$ cat src/rtl/mac_mgnt_req.sv
// mac_mgnt_req: system-side initiator for the per-port MAC management request bus.
// Optional ack/read-byte timeout is built in when MGNT_REQ_TIMEOUT_EN is defined.
module mac_mgnt_req #(
  parameter int MAX_BYTES   = 8,
  parameter int TIMEOUT_CYC = 1024
) (
  input  logic                   clk,
  input  logic                   rstn_sys,
  input  logic                   cmd_valid,
  output logic                   cmd_ready,
  input  logic                   cmd_wr,
  input  logic [7:0]             cmd_addr,
  input  logic [3:0]             cmd_len,
  input  logic [8*MAX_BYTES-1:0] cmd_wdata,
  output logic                   rsp_valid,
  output logic [8*MAX_BYTES-1:0] rsp_rdata,
  output logic                   rsp_err,
  output logic                   sys_req_valid,
  output logic                   sys_req_wr,
  output logic [7:0]             sys_req_addr,
  input  logic                   sys_req_ack,
  output logic [7:0]             sys_req_data,
  output logic                   sys_req_data_valid,
  input  logic [7:0]             sys_resp_data,
  input  logic                   sys_resp_data_valid
);

  // state | meaning
  // IDLE  | ready for a command
  // REQ   | request strobe held, waiting for ack
  // WDATA | streaming write bytes, one per cycle
  // RDATA | collecting read bytes as they arrive
  // DONE  | one-cycle response pulse

  localparam int DW = 8*MAX_BYTES;

  typedef enum logic [2:0] {IDLE, REQ, WDATA, RDATA, DONE} state_t;

  state_t          state_q, state_d;
  logic            wr_q;
  logic [7:0]      addr_q;
  logic [3:0]      len_q, cnt_q, len_eff;
  logic [DW-1:0]   wdata_q, rdata_q;
  logic            accept, last_byte, rd_take, tmo_abort;

  always_comb begin
    len_eff = cmd_len;
    if (cmd_len == 4'd0) len_eff = 4'd1;
    else if (int'(cmd_len) > MAX_BYTES) len_eff = 4'(MAX_BYTES);
  end

  assign accept    = (state_q == IDLE) && cmd_valid;
  assign last_byte = (cnt_q == len_q - 4'd1);
  assign rd_take   = (state_q == RDATA) && sys_resp_data_valid;

`ifdef MGNT_REQ_TIMEOUT_EN
  localparam int TW = (TIMEOUT_CYC > 2) ? $clog2(TIMEOUT_CYC) : 1;

  logic [TW-1:0] tmo_q;
  logic          err_q;

  // An ack or byte arriving on the terminal cycle still wins over the timeout.
  assign tmo_abort = (tmo_q == '0) &&
                     (((state_q == REQ) && !sys_req_ack) ||
                      ((state_q == RDATA) && !sys_resp_data_valid));

  always_ff @(posedge clk or negedge rstn_sys) begin
    if (!rstn_sys) begin
      tmo_q <= '0;
      err_q <= 1'b0;
    end else begin
      if (accept || rd_take) tmo_q <= TW'(TIMEOUT_CYC - 1);
      else if (((state_q == REQ) || (state_q == RDATA)) && (tmo_q != '0)) tmo_q <= tmo_q - TW'(1);
      if (accept) err_q <= 1'b0;
      else if (tmo_abort) err_q <= 1'b1;
    end
  end

  assign rsp_err = err_q;
`else
  logic unused_tmo;
  assign unused_tmo = (TIMEOUT_CYC == 0);
  assign tmo_abort  = 1'b0;
  assign rsp_err    = 1'b0;
`endif

  always_ff @(posedge clk or negedge rstn_sys) begin
    if (!rstn_sys) state_q <= IDLE;
    else           state_q <= state_d;
  end

  always_comb begin
    state_d            = state_q;
    cmd_ready          = 1'b0;
    sys_req_valid      = 1'b0;
    sys_req_data_valid = 1'b0;
    rsp_valid          = 1'b0;
    unique case (state_q)
      IDLE: begin
        cmd_ready = 1'b1;
        if (cmd_valid) state_d = REQ;
      end
      REQ: begin
        sys_req_valid = 1'b1;
        if (sys_req_ack) state_d = wr_q ? WDATA : RDATA;
        else if (tmo_abort) state_d = DONE;
      end
      WDATA: begin
        sys_req_data_valid = 1'b1;
        if (last_byte) state_d = DONE;
      end
      RDATA: begin
        if ((rd_take && last_byte) || tmo_abort) state_d = DONE;
      end
      DONE: begin
        rsp_valid = 1'b1;
        state_d   = IDLE;
      end
      default: state_d = IDLE;
    endcase
  end

  // Write bytes leave from the bottom of a shift register.
  always_ff @(posedge clk or negedge rstn_sys) begin
    if (!rstn_sys) begin
      wr_q    <= 1'b0;
      addr_q  <= 8'h00;
      len_q   <= 4'd0;
      cnt_q   <= 4'd0;
      wdata_q <= '0;
      rdata_q <= '0;
    end else if (accept) begin
      wr_q    <= cmd_wr;
      addr_q  <= cmd_addr;
      len_q   <= len_eff;
      cnt_q   <= 4'd0;
      wdata_q <= cmd_wdata;
      rdata_q <= '0;
    end else if (state_q == WDATA) begin
      wdata_q <= wdata_q >> 8;
      cnt_q   <= cnt_q + 4'd1;
    end else if (rd_take) begin
      rdata_q[{cnt_q, 3'b000} +: 8] <= sys_resp_data;
      cnt_q <= cnt_q + 4'd1;
    end
  end

  assign sys_req_wr   = wr_q;
  assign sys_req_addr = addr_q;
  assign sys_req_data = sys_req_data_valid ? wdata_q[7:0] : 8'h00;
  assign rsp_rdata    = rdata_q;

endmodule

$ cat config.mk
export PLATFORM = sky130hd
export DESIGN_NAME = mac_mgnt_req
export DESIGN_NICKNAME = d
export VERILOG_FILES = /design/src/rtl/mac_mgnt_req.sv
export SDC_FILE = /design/constraint.sdc
export NUM_CORES = 1
export LEC_CHECK = 0
export CELL_PAD_IN_SITES_DETAIL_PLACEMENT = 1
export CELL_PAD_IN_SITES_GLOBAL_PLACEMENT = 1
export CORE_AREA = 2 2 108 188
export CTS_CLUSTER_DIAMETER = 100
export DETAILED_ROUTE_END_ITERATION = 10
export DIE_AREA = 0 0 110 190
export PLACE_DENSITY_LB_ADDON = 0.2
export SYNTH_ARGS = -nofsm -noshare
export SYNTH_HDL_FRONTEND = slang
export SYNTH_SLANG_ARGS = --single-unit
export TNS_END_PERCENT = 1
$ cat constraint.sdc
create_clock -name clk -period 2.5 [get_ports clk]
set_clock_uncertainty 0.2 [all_clocks]
set_input_delay 0.75 -clock clk [delete_from_list [all_inputs] [get_ports clk]]
set_output_delay 0.75 -clock clk [all_outputs]
set_load 0.02 [all_outputs]
# Word-level counts from Yosys, hierarchy flattened
# Index checks and enable logic that the tools add are counted.
[op_classes] n_shift=2 mux=22 magnitude_cmp=1 eq_ne=10 reduce_logical=10 n_addsub=3
[op_table] cell="$mux 64" count=5
[op_table] cell="$bwmux 64" count=1
[op_table] cell="$shift 8x9->64 const A" count=1
[op_table] cell="$shiftx 8x9->64" count=1
[op_table] cell="$mux 4" count=5
[op_table] cell="$mux 3" count=4
[op_table] cell="$pmux 3 s4" count=1
[op_table] cell="$neg 7->9" count=1
[op_table] cell="$mux 8" count=1
[op_table] cell="$ne 2x2->1 const B" count=4
[op_table] cell="$eq 3x2->1 const B" count=2
[op_table] cell="$mux 1" count=5
[op_table] cell="$add 4x1->4 const B" count=1
[op_table] cell="$eq 4x4->1" count=1
[op_table] cell="$gt 4x4->1 const B" count=1
[op_table] cell="$logic_not 4->1" count=1
[op_table] cell="$reduce_and 4->1" count=1
[op_table] cell="$reduce_bool 2->1" count=2
[op_table] cell="$sub 4x1->4 const B" count=1
[op_table] cell="$eq 3x1->1 const B" count=1
[op_table] cell="$eq 3x3->1 const B" count=1
[op_table] cell="$logic_and 1x1->1" count=3
[op_table] cell="$logic_not 3->1" count=1
[op_table] cell="$reduce_bool 3->1" count=1
[op_table] cell="2 further kinds" count=2
[word_totals] output_inout_bits=86 reg_bits=148

# Depth between registers and ports, before layout
# Gate-level depths: netlist of the first run.
[logic_depth] word_depth=6 depth_mapped=9 depth_no_buf=7

# Worst setup path before layout of the first run
# Ideal clock, no wire load.
[synth_timing] path_type="reg2reg" start="register cnt_q[0]" end="register rdata_q[16] (netlist: rsp_rdata[16])" t_arrival_ns=2.131 period_less_slack_ns=2.452 path_stages_with_launch=9 slack_ns=0.048 n_path_buf=1 path_cell_list="dfrtp_1 clkbuf_1 inv_1 ha_1 or3_1 o32ai_1 a21o_1 nand2_1 a22o_1"
[synth_via] elab_chain_len=6 word_cells_on_any_way=7 cone_classes="1 x add/sub; 2 x shift; 4 x mux"
[synth_rtl] element="start: declaration" line_no="42" source="logic [3:0] len_q, cnt_q, len_eff;"
[synth_rtl] element="start signal: assignment" line_no="141" source="cnt_q <= cnt_q + 4'd1;"
[synth_rtl] element="start signal: assignment" line_no="144" source="cnt_q <= cnt_q + 4'd1;"
[synth_rtl] element="$neg 7->9 (*)" line_no="143" source="rdata_q[{cnt_q, 3'b000} +: 8] <= sys_resp_data;"
[synth_rtl] element="$shiftx 8x9->64 / $shift 8x9->64 (equally long branches)" line_no="143"
[synth_rtl] element="$bwmux 64 (*)" line_no="143"
[synth_rtl] element="$mux 64 (*)" line_no="142" source="end else if (rd_take) begin"
[synth_rtl] element="$mux 64 (*)" line_no="139" source="end else if (state_q == WDATA) begin"
[synth_rtl] element="$mux 64 (*)" line_no="132" source="end else if (accept) begin"
[synth_rtl] element="end signal: indexed assignment" line_no="143"
[synth_rtl] element="end: declaration" line_no="43" source="logic [DW-1:0] wdata_q, rdata_q;"
# Every way passes the cells marked *; elsewhere a longest branch is shown, timed or not. The select of a mux whose other input is x is not followed.
# A chain may end at the register's enable or synchronous reset.

# Final worst setup path of the first run
[layout_timing] start="register state_q[2]" end="output sys_req_data[1]"
[layout_via] elab_chain_len=3
[layout_rtl] element="start: declaration" line_no="39" source="state_t state_q, state_d;"
[layout_rtl] element="start signal: assignment" line_no="89" source="else state_q <= state_d;"
[layout_rtl] element="$eq 3x2->1" line_no="98" source="unique case (state_q)"
[layout_rtl] element="$mux 1" line_no="98"
[layout_rtl] element="$mux 8" line_no="150" source="assign sys_req_data = sys_req_data_valid ? wdata_q[7:0] : 8'h00;"
[layout_rtl] element="end: declaration" line_no="22" source="output logic [7:0] sys_req_data,"
# Every way passes these cells.

==> impl_metrics.xml, run 1 <==
<?xml version="1.0" encoding="UTF-8"?>
<metrics>
  <group name="critical_path">
    <metric name="critical_path.startpoint" unit="">state_q[2]</metric>
    <metric name="critPathCapture" unit="">sys_req_data[1]</metric>
    <metric name="timing.critical_path.from_type" unit="">register</metric>
    <metric name="critical_path_arrival" unit="ps">1530</metric>
    <metric name="critical_path.endpoint_type" unit="">primary output</metric>
    <metric name="regToRegEndpoint" unit="">rsp_rdata[48]</metric>
    <metric name="worstPathRequired" unit="ps">1550</metric>
    <metric name="timing.critical_path.cells" unit="">nand2b_4 &gt; nor2_4 &gt; buf_6 &gt; buf_6 &gt; and2_4 &gt; buf_6</metric>
    <metric name="cp_max_fo" unit="">4</metric>
    <metric name="cpMostUsedCell" unit="">sky130_fd_sc_hd__buf_6</metric>
    <metric name="timing.critical_path.slowest_cell_delay" unit="ps">370</metric>
    <metric name="crit_slowest_cell" unit="">sky130_fd_sc_hd__dfrtp_1</metric>
    <metric name="worst-setup-path-type" unit="">register to primary output</metric>
    <metric name="reg2reg_setup_slack" unit="ps">190</metric>
    <metric name="r2r_cells" unit="">8</metric>
    <metric name="worstReg2RegStart" unit="">cnt_q[0]</metric>
  </group>
  <group name="power">
    <metric name="power.density_cell_area" unit="nW/um^2">1286</metric>
    <metric name="cellLeakagePower" unit="uW">0.004187</metric>
    <metric name="switchingPower" unit="uW">4539</metric>
    <metric name="clock_power_share" unit="">0.227</metric>
    <metric name="power_switching_share" unit="">0.3751</metric>
    <metric name="power.share.combinational" unit="">0.448</metric>
    <metric name="report.power.total" unit="uW">12100</metric>
    <metric name="share_seq_of_total_power" unit="">0.324</metric>
    <metric name="power.ir.vdd_worst" unit="mV">0.5690</metric>
    <metric name="power_report.internal_total" unit="uW">7560</metric>
  </group>
  <group name="logic_synthesis">
    <metric name="synth-compound-area-share" unit="">0.1718</metric>
    <metric name="asyncSetResetFlopFracSynth" unit="">1.000</metric>
    <metric name="syn-num-nets" unit="">698</metric>
    <metric name="synth_top_cell_area_share" unit="">0.5693</metric>
    <metric name="postSynth.topFlopCell" unit="">sky130_fd_sc_hd__dfrtp_1</metric>
    <metric name="mappedNetlistArea" unit="um^2">6505</metric>
    <metric name="yosys.area_share.simple" unit="">0.1394</metric>
    <metric name="synthDistinctLibCells" unit="">46</metric>
    <metric name="synth.yosys.seq_area_share" unit="">0.5693</metric>
    <metric name="post_synth_fa_ha_maj_area_fraction" unit="">0.009617</metric>
    <metric name="synth-edff-count" unit="">0</metric>
    <metric name="proportion_of_synthesized_area_in_mux_cells" unit="">0.06155</metric>
    <metric name="syn_inst" unit="">603</metric>
    <metric name="ys_ff_latch" unit="">148</metric>
    <metric name="yosysTopAreaCell" unit="">sky130_fd_sc_hd__dfrtp_1</metric>
    <metric name="synth.area.top_cells" unit="">sky130_fd_sc_hd__dfrtp_1 57%, sky130_fd_sc_hd__nand2_1 7.8%, sky130_fd_sc_hd__a22o_1 6.3%</metric>
    <metric name="synth_xor_area_frac" unit="">0.01346</metric>
    <metric name="largest_family_of_logic_cells_by_synthesized_area" unit="">compound AO/OA/AOI/OAI gates</metric>
    <metric name="syn_area_per_cell" unit="um^2">10.79</metric>
    <metric name="yosys_warnings" unit="">0</metric>
  </group>
  <group name="routing">
    <metric name="vias_per_cell" unit="">5.040</metric>
    <metric name="first_pass_iters" unit="">4</metric>
    <metric name="detailroute.via_count" unit="">5312</metric>
    <metric name="wire_per_inst" unit="um">18.67</metric>
    <metric name="ant_nets_after_route" unit="">0</metric>
    <metric name="postRouteWirelength" unit="um">19670</metric>
    <metric name="drt_iter0_drc" unit="">146</metric>
    <metric name="drcViolationCount" unit="">0</metric>
  </group>
  <group name="floorplan">
    <metric name="fp.dieArea" unit="um^2">20900</metric>
    <metric name="core-area" unit="um^2">19480</metric>
    <metric name="floorplan.die.height" unit="um">190</metric>
    <metric name="design.portCount" unit="">176</metric>
    <metric name="die_width" unit="um">110</metric>
    <metric name="fp-row-count" unit="">68</metric>
    <metric name="initial_util" unit="">0.3339</metric>
  </group>
  <group name="timing">
    <metric name="worst_slew_margin_rel" unit="">0.5891</metric>
    <metric name="max_freq" unit="GHz">0.4025</metric>
    <metric name="min_period" unit="ps">2484</metric>
    <metric name="maxSlewViolCount" unit="">0</metric>
    <metric name="tightest_slew" unit="ps">616.3</metric>
    <metric name="final-hold-violation-count" unit="">0</metric>
    <metric name="totalNegativeSetupSlack" unit="ps">0</metric>
    <metric name="grt_setup_unrepaired" unit="">yes</metric>
    <metric name="report.final.setup_viol" unit="">0</metric>
    <metric name="post_route_fraction_of_the_period_consumed_by_the_critical_path" unit="">0.9937</metric>
  </group>
  <group name="global_routing">
    <metric name="grt.total_usage" unit="">0.1981</metric>
    <metric name="number_of_global_route_vias_before_repair" unit="">5938</metric>
    <metric name="wire_length_of_the_first_global_routing_pass" unit="um">31290</metric>
    <metric name="initial_antenna_violation_count" unit="">1</metric>
    <metric name="overflow" unit="">0</metric>
    <metric name="grt_max_degree" unit="">69</metric>
  </group>
  <group name="place">
    <metric name="dp_hpwl" unit="um">14900</metric>
    <metric name="globalplace.congestion" unit="">0.8037</metric>
    <metric name="port_buffers" unit="">174</metric>
  </group>
  <group name="cells_and_area">
    <metric name="fill_cells" unit="">2174</metric>
    <metric name="final-seq-area" unit="um^2">3704</metric>
    <metric name="multi_input_comb_area" unit="um^2">2626</metric>
    <metric name="drive_gt1_frac" unit="">0.1300</metric>
    <metric name="area_delta_synth_final" unit="%">44.62</metric>
    <metric name="final_nets" unit="">890</metric>
  </group>
  <group name="flow_run">
    <metric name="max_cap_violations" unit="">0</metric>
  </group>
  <group name="clocking">
    <metric name="cts_tree" unit="">done</metric>
    <metric name="cts.clk_slew.worst_paths" unit="ps">60</metric>
    <metric name="cts.sinks" unit="">148</metric>
    <metric name="total_cts_buffers" unit="">17</metric>
    <metric name="cts-root-buf" unit="">sky130_fd_sc_hd__clkbuf_16</metric>
    <metric name="cts_max_path_buffers" unit="">2</metric>
    <metric name="worst_skew_pair.late_latency" unit="ps">420</metric>
    <metric name="cts_htree_levels" unit="">4</metric>
  </group>
  <group name="min_path">
    <metric name="hold_path_class" unit="">input pin to async pin</metric>
  </group>
  <group name="outcome">
    <metric name="status" unit="">finished clean</metric>
  </group>
</metrics>
synthesized netlist by cell type (all sizes together), types with 6 or more instances:
| cell | number |
|---|---|
| o2bb2ai | 17 |
| clkbuf | 12 |
| o21ai | 62 |
| nand3 | 9 |
| a22o | 47 |
| buf | 29 |
| dfrtp | 148 |
| nand2 | 135 |
| and3 | 6 |
| xnor2 | 9 |
| nor3 | 7 |
| and2 | 8 |
| nor2 | 9 |
| a22oi | 16 |
| mux2i | 40 |
layout make-up:
type,instances,share of cell area
Antenna cell,1,0.0002660
Clock buffer,18,0.04562
Clock inverter,14,0.02155
Inverter,5,0.001995
Multi-Input combinational cell,409,0.2792
Sequential cell,148,0.3937
Tap cell,245,0.03258
Timing Repair Buffer,214,0.2252
timing repair:
item,4_1_cts,5_1_grt
hold buffers,0,0
gates cloned,0,0
setup buffers,3,0
pin swaps,3,2
resized for setup,52,11
setup endpoints to repair,21,42
endpoints found under the hold margin,0,0
power groups by stage:
stage	Clock [uW]	Combinational [uW]	Sequential, uW
floorplan	0	2750	4240
global placement	0	5190	3930
detailed placement	0	5370	3970
CTS	2810	5470	3940
global route	2910	5950	4030
finish	2750	5430	3920
registers in the layout (all words and copies together), names as in the netlist:
| signal | cells |
|---|---|
| wdata_q | 64 |
| len_q | 4 |
| cnt_q | 4 |
| state_q | 3 |
| sys_req_addr | 8 |
| sys_req_wr | 1 |
| rsp_rdata | 64 |
worst min path at each step:
stage	from	to	slack (ps)	cells after the start
detailed placement	wdata_q[0]	wdata_q[0]	260	2
global route	rstn_sys	rsp_rdata[48]	50	1
floorplan	wdata_q[0]	wdata_q[0]	240	2
CTS	rstn_sys	cnt_q[1]	40	1
finish	rstn_sys	rsp_rdata[4]	40	1
global placement	wdata_q[5]	wdata_q[5]	250	2
layer usage:
layer	vias up	GRT usage	part of all wire
li1	2512	-	-
met1	2634	0.2049	0.36
met2	135	0.3697	0.56
met3	31	0.04385	0.041
met4	0	0.08569	0.031
met5	-	0	0
critical path, delay by kind of cell, from the launching register on:
family	cells	cell delay, ps
buffers and inverters	3	340
flip-flops	1	370
AND/OR/NAND/NOR	3	400
cell usage in the layout (no fill, tap or decap), types with 4 or more instances in the layout:
cell type / Yosys / layout
sky130_fd_sc_hd__clkdlybuf4s50_1: 0 / 160
sky130_fd_sc_hd__dfrtp_1: 148 / 148
sky130_fd_sc_hd__nand2_1: 135 / 135
sky130_fd_sc_hd__a22o_1: 47 / 47
sky130_fd_sc_hd__o21ai_0: 42 / 41
sky130_fd_sc_hd__mux2i_1: 40 / 40
sky130_fd_sc_hd__buf_4: 2 / 36
sky130_fd_sc_hd__o2bb2ai_1: 17 / 17
sky130_fd_sc_hd__clkbuf_16: 0 / 17
sky130_fd_sc_hd__a22oi_1: 16 / 16
sky130_fd_sc_hd__o21ai_1: 11 / 12
sky130_fd_sc_hd__nand3_1: 9 / 9
sky130_fd_sc_hd__xnor2_1: 9 / 9
sky130_fd_sc_hd__nor2_1: 9 / 8
sky130_fd_sc_hd__o21ai_2: 9 / 8
sky130_fd_sc_hd__nor3_1: 7 / 7
sky130_fd_sc_hd__buf_12: 0 / 7
sky130_fd_sc_hd__and2_1: 8 / 6
sky130_fd_sc_hd__and3_1: 6 / 6
sky130_fd_sc_hd__buf_6: 2 / 6
sky130_fd_sc_hd__inv_1: 5 / 5
sky130_fd_sc_hd__ha_1: 5 / 5
sky130_fd_sc_hd__nor3b_1: 4 / 4
sky130_fd_sc_hd__nand2b_1: 5 / 4
sky130_fd_sc_hd__bufinv_16: 0 / 4
sky130_fd_sc_hd__clkinvlp_4: 0 / 4
logic make-up after synthesis:
group,Yosys count
adders and majority gates,5
muxes,40
DFF,148
buffers and inverters,46
and+or+nand+nor,199
other,1
AOI/OAI and AO/OA,154
xor gates and xnor gates,10
stage by stage:
stage	hold slack (ps)	utilization	instance area [um^2]	std cells	setup WS (ps)
3_5_place_dp	259.3	0.4475	8718	1018	-413.2
4_1_cts	41.43	0.4816	9384	1053	-89.30
5_1_grt	49.87	0.4829	9408	1054	-56.45
3_3_place_gp	254.8	0.4475	8718	1018	-317.9
6_report	44.68	0.4829	9408	1054	15.67
2_1_floorplan	237.6	-	6505	603	47.55
(Power assumes the default switching activity.)
==> run 2: changes to the inputs <==
--- a/config.mk
+++ b/config.mk
@@ -5,12 +5,13 @@
 export SDC_FILE = /design/constraint.sdc
 export NUM_CORES = 1
 export LEC_CHECK = 0
+export ABC_CLOCK_PERIOD_IN_PS = 2500
 export CELL_PAD_IN_SITES_DETAIL_PLACEMENT = 1
 export CELL_PAD_IN_SITES_GLOBAL_PLACEMENT = 1
-export CORE_AREA = 2 2 108 188
+export CORE_AREA = 3 3 109 189
 export CTS_CLUSTER_DIAMETER = 100
 export DETAILED_ROUTE_END_ITERATION = 10
-export DIE_AREA = 0 0 110 190
+export DIE_AREA = 0 0 112 192
 export PLACE_DENSITY_LB_ADDON = 0.2
 export SYNTH_ARGS = -nofsm -noshare
 export SYNTH_HDL_FRONTEND = slang
==> run 2 against run 1 <==
Net effect: die area up 2.9%; critical path depth down 1; largest cell class unchanged; global-route usage down 0.91 points; largest power group unchanged; register-to-register slack worse by 90 ps; clock power is 2% lower; core utilization is 0.48 points higher; combinational power shrank 1%; critical path type unchanged; worst hold slack got worse by 5.8 ps; setup slack improved by 27 ps; cell count is 0.38% lower; via count fell by 0.30%.
==> impl_metrics.xml, run 2 (synthesis results as in run 1) <==
<?xml version="1.0" encoding="UTF-8"?>
<metrics>
  <group name="clocking">
    <metric name="worst_skew_pair.late_latency" unit="ps">420</metric>
    <metric name="cts_tree" unit="">done</metric>
    <metric name="cts_htree_levels" unit="">4</metric>
    <metric name="cts.clk_slew.worst_paths" unit="ps">60</metric>
    <metric name="total_cts_buffers" unit="">17</metric>
    <metric name="cts-root-buf" unit="">sky130_fd_sc_hd__clkbuf_16</metric>
    <metric name="cts.sinks" unit="">148</metric>
    <metric name="cts_max_path_buffers" unit="">2</metric>
  </group>
  <group name="power">
    <metric name="power_report.internal_total" unit="uW">7492</metric>
    <metric name="power_switching_share" unit="">0.3757</metric>
    <metric name="power.ir.vdd_worst" unit="mV">0.6476</metric>
    <metric name="report.power.total" unit="uW">12000</metric>
    <metric name="clock_power_share" unit="">0.225</metric>
    <metric name="share_seq_of_total_power" unit="">0.329</metric>
    <metric name="cellLeakagePower" unit="uW">0.004177</metric>
    <metric name="switchingPower" unit="uW">4508</metric>
    <metric name="power.density_cell_area" unit="nW/um^2">1282</metric>
    <metric name="power.share.combinational" unit="">0.446</metric>
  </group>
  <group name="min_path">
    <metric name="hold_path_class" unit="">input pin to async pin</metric>
  </group>
  <group name="outcome">
    <metric name="status" unit="">finished clean</metric>
  </group>
  <group name="critical_path">
    <metric name="worst-setup-path-type" unit="">register to primary output</metric>
    <metric name="critPathCapture" unit="">sys_req_data[4]</metric>
    <metric name="crit_slowest_cell" unit="">sky130_fd_sc_hd__dfrtp_1</metric>
    <metric name="worstPathRequired" unit="ps">1550</metric>
    <metric name="critical_path.endpoint_type" unit="">primary output</metric>
    <metric name="critical_path.startpoint" unit="">state_q[2]</metric>
    <metric name="timing.critical_path.from_type" unit="">register</metric>
    <metric name="reg2reg_setup_slack" unit="ps">100</metric>
    <metric name="r2r_cells" unit="">7</metric>
    <metric name="regToRegEndpoint" unit="">rsp_rdata[32]</metric>
    <metric name="critical_path_arrival" unit="ps">1510</metric>
    <metric name="timing.critical_path.slowest_cell_delay" unit="ps">390</metric>
    <metric name="cp_max_fo" unit="">17</metric>
    <metric name="worstReg2RegStart" unit="">state_q[1]</metric>
    <metric name="timing.critical_path.cells" unit="">nand2b_4 &gt; nor2_4 &gt; buf_12 &gt; and2_1 &gt; buf_4</metric>
  </group>
  <group name="routing">
    <metric name="first_pass_iters" unit="">4</metric>
    <metric name="ant_nets_after_route" unit="">0</metric>
    <metric name="vias_per_cell" unit="">5.044</metric>
    <metric name="wire_per_inst" unit="um">18.86</metric>
    <metric name="drcViolationCount" unit="">0</metric>
    <metric name="detailroute.via_count" unit="">5296</metric>
    <metric name="postRouteWirelength" unit="um">19800</metric>
    <metric name="drt_iter0_drc" unit="">129</metric>
  </group>
  <group name="timing">
    <metric name="post_route_fraction_of_the_period_consumed_by_the_critical_path" unit="">0.9831</metric>
    <metric name="grt_setup_unrepaired" unit="">yes</metric>
    <metric name="final-hold-violation-count" unit="">0</metric>
    <metric name="worst_slew_margin_rel" unit="">0.6250</metric>
    <metric name="totalNegativeSetupSlack" unit="ps">0</metric>
    <metric name="worst_hold_slack" unit="ps">38.89</metric>
    <metric name="setup_slack" unit="ps">42.23</metric>
    <metric name="tightest_slew" unit="ps">557.3</metric>
    <metric name="report.final.setup_viol" unit="">0</metric>
    <metric name="max_freq" unit="GHz">0.4069</metric>
    <metric name="maxSlewViolCount" unit="">0</metric>
    <metric name="min_period" unit="ps">2458</metric>
  </group>
  <group name="place">
    <metric name="dp.cells" unit="">1018</metric>
    <metric name="globalplace.congestion" unit="">0.8583</metric>
    <metric name="detailedPlace.worstSlack" unit="ps">-378.9</metric>
    <metric name="dp_hpwl" unit="um">14920</metric>
    <metric name="port_buffers" unit="">174</metric>
  </group>
  <group name="floorplan">
    <metric name="initial_util" unit="">0.3389</metric>
    <metric name="floorplan.die.height" unit="um">192</metric>
    <metric name="die_width" unit="um">112</metric>
    <metric name="fp-row-count" unit="">67</metric>
    <metric name="core-area" unit="um^2">19200</metric>
    <metric name="design.portCount" unit="">176</metric>
    <metric name="fp.dieArea" unit="um^2">21500</metric>
  </group>
  <group name="global_routing">
    <metric name="grtUsageMet2" unit="">0.3653</metric>
    <metric name="met1_track_demand_over_resource" unit="">0.2080</metric>
    <metric name="initial_antenna_violation_count" unit="">0</metric>
    <metric name="grt.total_usage" unit="">0.1889</metric>
    <metric name="wire_length_of_the_first_global_routing_pass" unit="um">31990</metric>
    <metric name="number_of_global_route_vias_before_repair" unit="">5940</metric>
    <metric name="globalRoute.busiestLayer" unit="">met2</metric>
    <metric name="grt.met3_usage" unit="">0.03436</metric>
    <metric name="overflow" unit="">0</metric>
    <metric name="grt_max_degree" unit="">81</metric>
  </group>
  <group name="cells_and_area">
    <metric name="drive_gt1_frac" unit="">0.1372</metric>
    <metric name="mostFrequentLayoutCells" unit="">161 x sky130_fd_sc_hd__clkdlybuf4s50_1, 147 x sky130_fd_sc_hd__dfrtp_1, 135 x sky130_fd_sc_hd__nand2_1</metric>
    <metric name="final_nets" unit="">891</metric>
    <metric name="finish.cell_count_without_fillers" unit="">1050</metric>
    <metric name="n_antenna_cell" unit="">0</metric>
    <metric name="area_delta_synth_final" unit="%">43.91</metric>
    <metric name="fill_cells" unit="">2099</metric>
    <metric name="mostFrequentLayoutCell" unit="">sky130_fd_sc_hd__clkdlybuf4s50_1</metric>
  </group>
  <group name="flow_run">
    <metric name="max_cap_violations" unit="">0</metric>
  </group>
</metrics>
## run 2: changes by cell type in the layout (fill, tap and decap cells not counted), moves of 3 or more
cell,delta
sky130_fd_sc_hd__buf_4,+5
sky130_fd_sc_hd__inv_6,-3
sky130_fd_sc_hd__clkinv_2,+3
sky130_fd_sc_hd__buf_6,-3
## run 2: through the flow
stage                 util  area (um^2)
detailed placement  0.4545         8726
finish              0.4876         9361
CTS                 0.4867         9343
floorplan                -         6505
global placement    0.4545         8726
global route        0.4876         9361
## run 2: how the worst min path moves through the flow
stage	start	slack [ps]	endpoint
2_1_floorplan	wdata_q[0]	240	wdata_q[0]
3_3_place_gp	wdata_q[6]	250	wdata_q[6]
3_5_place_dp	wdata_q[2]	260	wdata_q[2]
4_1_cts	rstn_sys	30	rsp_rdata[22]
5_1_grt	rstn_sys	50	rsp_rdata[23]
6_report	rstn_sys	40	rsp_rdata[23]
## run 2: critical path: cells and delay by family, from the launching register on
family | cells | cell delay, ps
flip-flops | 1 | 390
buffers and inverters | 2 | 290
AND/OR/NAND/NOR | 3 | 410
## run 2: routing by layer
metal / routed length [um] / up-vias
li1: - / 2511
met1: 7364 / 2639
met2: 11360 / 133
met3: 851 / 13
met4: 224 / 0
met5: 0 / -
## run 2: power by group through the flow
stage	registers, uW	clock network (uW)	logic [uW]
floorplan	4240	0	2750
global placement	3950	0	5190
detailed placement	4000	0	5360
CTS	3980	2760	5390
global route	4070	2860	5860
finish	3950	2700	5350
## run 2: final cells by class
cell class / instances / area (um^2) / share of cell area
tap: 241 / 301.5 / 0.03221
timing repair buffer: 215 / 2078 / 0.2220
multi-input combinational: 409 / 2641 / 0.2821
clock buffer: 19 / 432.9 / 0.04624
inverter: 5 / 18.77 / 0.002005
sequential: 148 / 3705 / 0.3957
clock inverter: 13 / 183.9 / 0.01965
## run 2: what timing repair did
| item | in CTS | in global routing |
|---|---|---|
| gates resized for setup | 56 | 15 |
| setup endpoints to repair | 13 | 44 |
| buffers inserted | 0 | 0 |
| hold buffers | 0 | 0 |
